## config.mk

```make
export PLATFORM = sky130hd
export DESIGN_NAME = mux_nx1_serializer
export DESIGN_NICKNAME = d
export VERILOG_FILES = /design/src/rtl/mux_nx1_serializer.sv
export SDC_FILE = /design/constraint.sdc
export NUM_CORES = 1
export LEC_CHECK = 0
export ABC_AREA = 0
export CAP_MARGIN = 20
export CORE_MARGIN = 3
export CORE_UTILIZATION = 35
export CTS_CLUSTER_SIZE = 14
export DETAILED_ROUTE_END_ITERATION = 8
export SLEW_MARGIN = 0
export SYNTH_ARGS = -nofsm -noshare
export SYNTH_HDL_FRONTEND = slang
export SYNTH_SLANG_ARGS = --single-unit
```

## constraint.sdc

```tcl
create_clock -name clk_4f -period 2.42 [get_ports clk_4f]
set_input_delay 0.363 -clock clk_4f [delete_from_list [all_inputs] [get_ports clk_4f]]
set_output_delay 0.363 -clock clk_4f [all_outputs]
set_load 0.1 [all_outputs]
```

## src/rtl/mux_nx1_serializer.sv

```systemverilog
// LANES-to-1 word serializer: captures one frame of {data, valid} per LANES enabled
// cycles and emits it slot by slot. Define MUX_NX1_PARITY_EN to add the parity_out port.
module mux_nx1_serializer #(
  parameter int unsigned DATA_W       = 8,
  parameter int unsigned LANES        = 4,
  parameter int unsigned ORDER        = 0,
  parameter int unsigned ZERO_INVALID = 0,
  localparam int unsigned LW          = (LANES > 2) ? $clog2(LANES) : 1
) (
  input  logic                    clk_4f,
  input  logic                    reset,
  input  logic                    enable,
  input  logic [LANES*DATA_W-1:0] data_in,
  input  logic [LANES-1:0]        valid_in,
  output logic                    load_stb,
  output logic [DATA_W-1:0]       data_out,
  output logic                    valid_out,
  output logic [LW-1:0]           lane_out,
`ifdef MUX_NX1_PARITY_EN
  output logic                    parity_out,
`endif
  output logic                    frame_out
);

  localparam logic [LW-1:0] LAST = LW'(LANES - 1);

  logic [LW-1:0]     cnt;
  logic [LW-1:0]     sel;
  logic [DATA_W-1:0] buf_data [LANES];
  logic [LANES-1:0]  buf_valid;
  logic [DATA_W-1:0] data_next;
  logic              valid_next;

  always_comb begin
    sel        = (ORDER != 0) ? LAST - cnt : cnt;
    valid_next = buf_valid[sel];
    data_next  = buf_data[sel];
    if (ZERO_INVALID != 0 && !valid_next) begin
      data_next = '0;
    end
  end

  // Strobe depends only on registered cnt and enable, so it is stable across the cycle.
  assign load_stb = enable && (cnt == LAST);

  always_ff @(posedge clk_4f) begin
    if (reset) begin
      cnt       <= '0;
      buf_valid <= '0;
      for (int unsigned k = 0; k < LANES; k++) begin
        buf_data[k] <= '0;
      end
      data_out  <= '0;
      valid_out <= 1'b0;
      lane_out  <= '0;
      frame_out <= 1'b0;
`ifdef MUX_NX1_PARITY_EN
      parity_out <= 1'b0;
`endif
    end else if (enable) begin
      cnt <= (cnt == LAST) ? '0 : cnt + 1'b1;
      // The last slot of the old frame is read in the same edge that overwrites the buffer.
      if (cnt == LAST) begin
        for (int unsigned k = 0; k < LANES; k++) begin
          buf_data[k] <= data_in[k*DATA_W +: DATA_W];
        end
        buf_valid <= valid_in;
      end
      data_out  <= data_next;
      valid_out <= valid_next;
      lane_out  <= sel;
      frame_out <= (cnt == '0);
`ifdef MUX_NX1_PARITY_EN
      parity_out <= ^{data_next, valid_next};
`endif
    end else begin
      valid_out <= 1'b0;
      frame_out <= 1'b0;
`ifdef MUX_NX1_PARITY_EN
      parity_out <= ^data_out;
`endif
    end
  end

endmodule
```

==> results of run 1 <==
-- worst min-delay path, cell delays in order (launching register included) --
cell,delay [ps]
dfxtp_1,340
mux2i_1,60
nor2_1,70
-- routing by layer --
metal / vias to the layer above / GRT usage (%)
li1: 676 / -
met5: - / 0
met2: 39 / 21.12
met3: 7 / 3.883
met4: 0 / 3.165
met1: 646 / 14.29
-- power breakdown --
group / total [mW] / internal (mW) / switching, mW
Clock: 0.669 / 0.409 / 0.260
Combinational: 0.266 / 0.110 / 0.156
Sequential: 0.955 / 0.940 / 0.0153
-- path summary, 6_finish.rpt --
| kind | from | to | slack, ps | depth (start not counted) |
|---|---|---|---|---|
| setup / recovery | cnt[1]$_SDFFE_PP0P_ | buf_data[0][0]$_SDFFCE_PN0P_ | 530 | 4 |
| hold / removal | lane_out[0]$_SDFFE_PP0P_ | lane_out[0]$_SDFFE_PP0P_ | 510 | 2 |
| setup reg to reg | cnt[1]$_SDFFE_PP0P_ | buf_data[0][0]$_SDFFCE_PN0P_ | 530 | 4 |
| hold reg to reg | lane_out[0]$_SDFFE_PP0P_ | lane_out[0]$_SDFFE_PP0P_ | 510 | 2 |
-- Yosys cell counts (all sizes together) --
master,count,area [sq um]
a21bo,4,40.04
a21oi,5,25.02
and2,33,206.5
and3b,3,26.28
buf,8,48.80
clkbuf,4,15.01
dfxtp,18,360.4
edfxtp,32,960.9
ha,2,25.02
inv,2,7.510
mux2i,19,190.2
mux4,1,22.52
nand2b,1,6.260
nand3,4,20.02
nand3b,1,11.26
nor2,3,11.26
o221ai,8,120.1
or2,1,6.260
or3b,10,87.58
-- sequential cells by signal (all words and copies together) (netlist names) --
signal / cells
buf_data: 32
data_out: 8
buf_valid: 4
cnt: 2
lane_out: 2
frame_out: 1
valid_out: 1
-- area by class of cell --
cell class | count | area [sq um]
clock buffer | 5 | 68.82
fill | 541 | 3100
tap | 75 | 93.84
inverter | 2 | 7.507
clock inverter | 3 | 63.81
timing repair buffer | 57 | 535.5
sequential | 50 | 1321
multi-input combinational | 95 | 799.5
-- layout by cell type (no fill, tap or decap) --
| cell | n |
|---|---|
| nor2_1 | 3 |
| bufinv_16 | 2 |
| nand3b_2 | 1 |
| dfxtp_1 | 18 |
| mux4_2 | 1 |
| clkinv_1 | 1 |
| o221ai_2 | 8 |
| and2_1 | 32 |
| nand2b_1 | 1 |
| mux2i_1 | 19 |
| edfxtp_1 | 32 |
| or3b_1 | 6 |
| buf_12 | 1 |
| inv_1 | 2 |
| buf_4 | 18 |
| and3b_1 | 3 |
| or2_2 | 1 |
| ha_1 | 2 |
| a21bo_2 | 4 |
| clkbuf_8 | 5 |
| or3b_2 | 4 |
| nand3_1 | 4 |
| and2_2 | 1 |
| a21oi_1 | 5 |
| clkdlybuf4s50_1 | 38 |
-- stage by stage --
step	util (%)	std cells	hold slack, ps	power, mW
global placement	46.03	279	476.2	1.240
finish	48.25	287	506.1	1.890
detailed placement	46.03	279	490.6	1.247
CTS	48.25	287	512.6	1.908
global route	48.25	287	547.9	1.960
floorplan	-	159	506.4	1.142
-- cells by family (layout without fill, tap and decap cells) --
group,after synthesis,after routing
buffers and inverters,14,67
flip-flops,50,50
adder cells (fa/ha/maj),2,2
AND/OR/NAND/NOR,56,56
AO/OA/AOI/OAI,17,17
multiplexers,20,20
==> impl_metrics.json, run 1 <==
{
  "clock.fmax_mhz": 528.2,
  "synthAdderAreaFrac_pct": 1.142,
  "seq_area_frac_synth_pct": 60.31,
  "grt_usage_pct": 12.08,
  "root_buffer": "clkbuf_8",
  "vdd_drop_max_uv": 320.1,
  "coreArea_sq_um": 5991,
  "grt_max_degree": 33,
  "hpwlAfterDp_microns": 3019,
  "crit_arrival_ps": 2060,
  "cp-end-kind": "flip-flop",
  "fin_crit_ps": 1893,
  "wl_met3_microns": 252,
  "wl_met1_microns": 1715,
  "initial_core_util_pct": 36.57,
  "topRoutingLayerUsed": "met4",
  "hold_path.class": "flip-flop to flip-flop",
  "drc_errors": 0,
  "routed_wl_microns": 4126,
  "io_buffers": 51,
  "path_max_fanout": 32,
  "yosysWarnings": 0,
  "finalSetupViolations": 0,
  "cts_hold_buf": 0,
  "synth_xor_area_share_pct": 0,
  "status": "finished, final reports clean",
  "antenna_cells": 0,
  "syn_nets": 200,
  "finalHoldViolations": 0,
  "yosys.area_share.simple_pct": 17.13,
  "h-tree-depth": 2,
  "cts_resized": 0,
  "wl_met2_microns": 2101,
  "numClockSinks": 50,
  "finalWorstSetupSlack_ps": 526.8,
  "rows": 28,
  "postSynthAreaPerCell_sq_um": 13.78,
  "gp_congestion": 0.6963,
  "path_clk_slew_ps": 90,
  "synth_compound_area_share_pct": 8.452,
  "timing.clock.skew_ps": 4.873,
  "rsz0062_at_grt": "false",
  "first_global_vias": 1505,
  "die_x_microns": 85.12,
  "vias": 1368,
  "antenna_found_initial": 0,
  "wl_per_cell_microns": 14.38,
  "p_leak_nw": 1.100,
  "crit_type": "flip-flop to flip-flop",
  "max-clock-path-buffers": 2,
  "cp_num_buf_inv": 1,
  "drt_first_pass_iters": 4,
  "syn_area_sq_um": 2191,
  "crit_required_ps": 2590,
  "design_area_sq_um": 2890,
  "drive_above_1_share_pct": 21.70,
  "area_delta_synth_final_pct": 31.92,
  "ys_ff_latch": 50,
  "ant_nets": 0,
  "crit_chain": "ha_1 -> buf_4 -> and3b_1 -> and2_1",
  "viasPerCell": 4.767,
  "nets": 252,
  "worstMarginPinSlew_ps": 779.9,
  "pre_cts_ws_ps": 298.0,
  "cts_tree": "done",
  "synth_cell_types": 22,
  "powerDensity_nw_per_um2": 654.0,
  "die_area_sq_um": 7245,
  "synthMuxAreaShare_pct": 9.709,
  "setup_tns_ps": 0,
  "drtIter0Drc": 44,
  "drv_cap": 0,
  "post_cts_buffers": 0,
  "numCtsBuffers": 5,
  "crit_path_max_incr_delay_ps": 680,
  "grt_overflow": 0,
  "die_h_microns": 85.12,
  "synthesis.instances": 159,
  "synth_top_family_by_area": "simple AND/OR/NAND/NOR gates",
  "ios": 52,
  "post-route-period-util_pct": 78.23,
  "dpl_cell_area_sq_um": 2758,
  "relSlewSlack_pct": 48.01,
  "clkLatencyLatePin_ps": 300,
  "cp-start-kind": "flip-flop",
  "grt_pass1_wl_microns": 6969,
  "cp_top_family": "simple AND/OR/NAND/NOR gates",
  "drv_slew": 0,
  "slowest_stage": "and3b_1"
}
No activity file was read; power rests on OpenSTA's default activity.
==> run 2, diff against run 1 <==
==> constraint.sdc (replaced) <==
create_clock -name clk_4f -period 2 [get_ports clk_4f]
set_input_delay 0.3 -clock clk_4f [delete_from_list [all_inputs] [get_ports clk_4f]]
set_output_delay 0.3 -clock clk_4f [all_outputs]
set_load 0.1 [all_outputs]
==> run 2 against run 1 <==
Effect of this change:
- worst hold slack improved by 19 ps
- critical path depth unchanged
- setup slack got worse by 340 ps
- clock power increased by 21%
- clock skew increased by 3.1 ps
- core utilization increased by 0.61 points
- die area unchanged
- register-to-register slack got worse by 270 ps
- via count decreased by 0.58%
- sequential share of layout area decreased by 0.57 points
- global-route usage about the same
==> impl_metrics.json, run 2 (synthesis gave the netlist of run 1 again) <==
{
  "wl_per_cell_microns": 14.33,
  "finalHoldViolations": 0,
  "powerDensity_nw_per_um2": 786.1,
  "fin_crit_ps": 1812,
  "die_x_microns": 85.12,
  "cts_hold_buf": 0,
  "io_buffers": 51,
  "first_global_vias": 1390,
  "post-route-period-util_pct": 90.58,
  "grt_pass1_wl_microns": 6782,
  "cp_num_buf_inv": 2,
  "routed_wl_microns": 4128,
  "viasPerCell": 4.722,
  "area_delta_synth_final_pct": 33.58,
  "layout_common_cells": "clkdlybuf4s50_1, and2_1, edfxtp_1",
  "top_regs": "buf_data: 32 flops, data_out: 8 flops, buf_valid: 4 flops",
  "finalSetupViolations": 0,
  "design_area_sq_um": 2927,
  "cp-start-kind": "flip-flop",
  "clkLatencyLatePin_ps": 300,
  "numCtsBuffers": 5,
  "crit_arrival_ps": 1510,
  "grt_usage_pct": 12.05,
  "finalWorstSetupSlack_ps": 188.4,
  "crit_type": "flip-flop to output pin",
  "final_common_cell": "clkdlybuf4s50_1",
  "clock.fmax_mhz": 552.0,
  "cp-end-kind": "output pin",
  "drtIter0Drc": 70,
  "clkPwrFrac_pct": 35.3,
  "path_max_fanout": 10,
  "cp_top_family": "flip-flops",
  "hold_path.class": "flip-flop to flip-flop",
  "vdd_drop_max_uv": 333.0,
  "worstMarginPinSlew_ps": 759.7,
  "nets": 253,
  "crit_chain": "ha_1 -> buf_4 -> and2_4 -> buf_12",
  "grt_max_degree": 33,
  "drv_slew": 0,
  "grt_overflow": 0,
  "timing.clock.skew_ps": 7.941,
  "setup_tns_ps": 0,
  "power_frac_comb_pct": 14.5,
  "dp_cells": 280,
  "cts_tree": "done",
  "relSlewSlack_pct": 49.35,
  "crit_path_max_incr_delay_ps": 490,
  "post_cts_buffers": 0,
  "rows": 28,
  "vias": 1360,
  "dpl_cell_area_sq_um": 2794,
  "root_buffer": "clkbuf_8",
  "numClockSinks": 50,
  "drc_errors": 0,
  "coreArea_sq_um": 5991,
  "antenna_cells": 0,
  "seqPwrFrac_pct": 50.2,
  "status": "finished, final reports clean",
  "p_sw_uw": 527.2,
  "fill_cells": 543,
  "slowest_stage": "dfxtp_1",
  "instances_no_fill": 288,
  "die_area_sq_um": 7245,
  "p_sw_share_pct": 22.91,
  "p_leak_nw": 1.114,
  "ant_nets": 0,
  "rsz0062_at_grt": "false",
  "initial_core_util_pct": 36.57,
  "cts_resized": 0,
  "drive_above_1_share_pct": 22.07,
  "die_h_microns": 85.12,
  "gp_congestion": 0.6947,
  "h-tree-depth": 2,
  "regMostFlops": "buf_data",
  "power.internal_mw": 1.773,
  "power_mw": 2.301,
  "antenna_found_initial": 0,
  "largest_reg_flops": 32,
  "crit_required_ps": 1700,
  "drv_cap": 0,
  "hpwlAfterDp_microns": 3054,
  "max-clock-path-buffers": 2,
  "ios": 52,
  "path_clk_slew_ps": 90,
  "pre_cts_ws_ps": 51.21,
  "drt_first_pass_iters": 4
}
-- run 2: cell types whose count changed in the layout (fill, tap and decap cells not counted) --
| cell | before | now |
|---|---|---|
| and2_4 | 0 | 1 |
| or2_2 | 1 | 0 |
| buf_4 | 18 | 17 |
| and2_2 | 1 | 0 |
| or2_4 | 0 | 1 |
| buf_12 | 1 | 3 |
-- run 2: metal layers --
layer | GRT usage, % | vias to the layer above | part of all wire (%)
met5 | 0 | - | 0
met2 | 18.93 | 39 | 49
li1 | - | 677 | -
met1 | 15.63 | 640 | 45
met4 | 3.885 | 0 | 0.85
met3 | 4.175 | 4 | 5.4
-- run 2: layout make-up --
class                   count  area, sq um  area share [%]
multi-input cells          95        803.3           27.45
inverters                   2        7.507          0.2565
well taps                  75        93.84           3.206
clock inverters             3        63.81           2.180
flip-flops and latches     50         1321           45.15
repair buffers             58        568.0           19.41
clock buffers               5        68.82           2.351
-- run 2: worst reg2reg max path, cell delays in order, from the launching register on --
cell and delay, ps:
dfxtp_1 490, ha_1 220, and3b_1 650, and2_1 240
-- run 2: final timing paths --
path	startpoint	end	slack, ps	cells past startpoint
hold reg to reg	lane_out[1]$_SDFFE_PP0P_	lane_out[1]$_SDFFE_PP0P_	520	2
setup reg to reg	cnt[1]$_SDFFE_PP0P_	buf_data[1][2]$_SDFFCE_PN0P_	260	3
hold / removal	lane_out[1]$_SDFFE_PP0P_	lane_out[1]$_SDFFE_PP0P_	520	2
setup / recovery	cnt[1]$_SDFFE_PP0P_	load_stb	190	4
-- run 2: through the flow --
stage | utilization, % | hold slack [ps]
floorplan | - | 461.2
global placement | 46.64 | 488.1
detailed placement | 46.64 | 506.3
CTS | 48.85 | 527.8
global route | 48.85 | 559.9
finish | 48.85 | 524.8
-- run 2: power by group through the flow --
stage	combinational [mW]	sequential, mW	clock, mW
2_1_floorplan	0.108	1.27	0
3_3_place_gp	0.331	1.18	0
3_5_place_dp	0.337	1.18	0
4_1_cts	0.337	1.16	0.837
5_1_grt	0.354	1.16	0.889
6_report	0.333	1.16	0.812
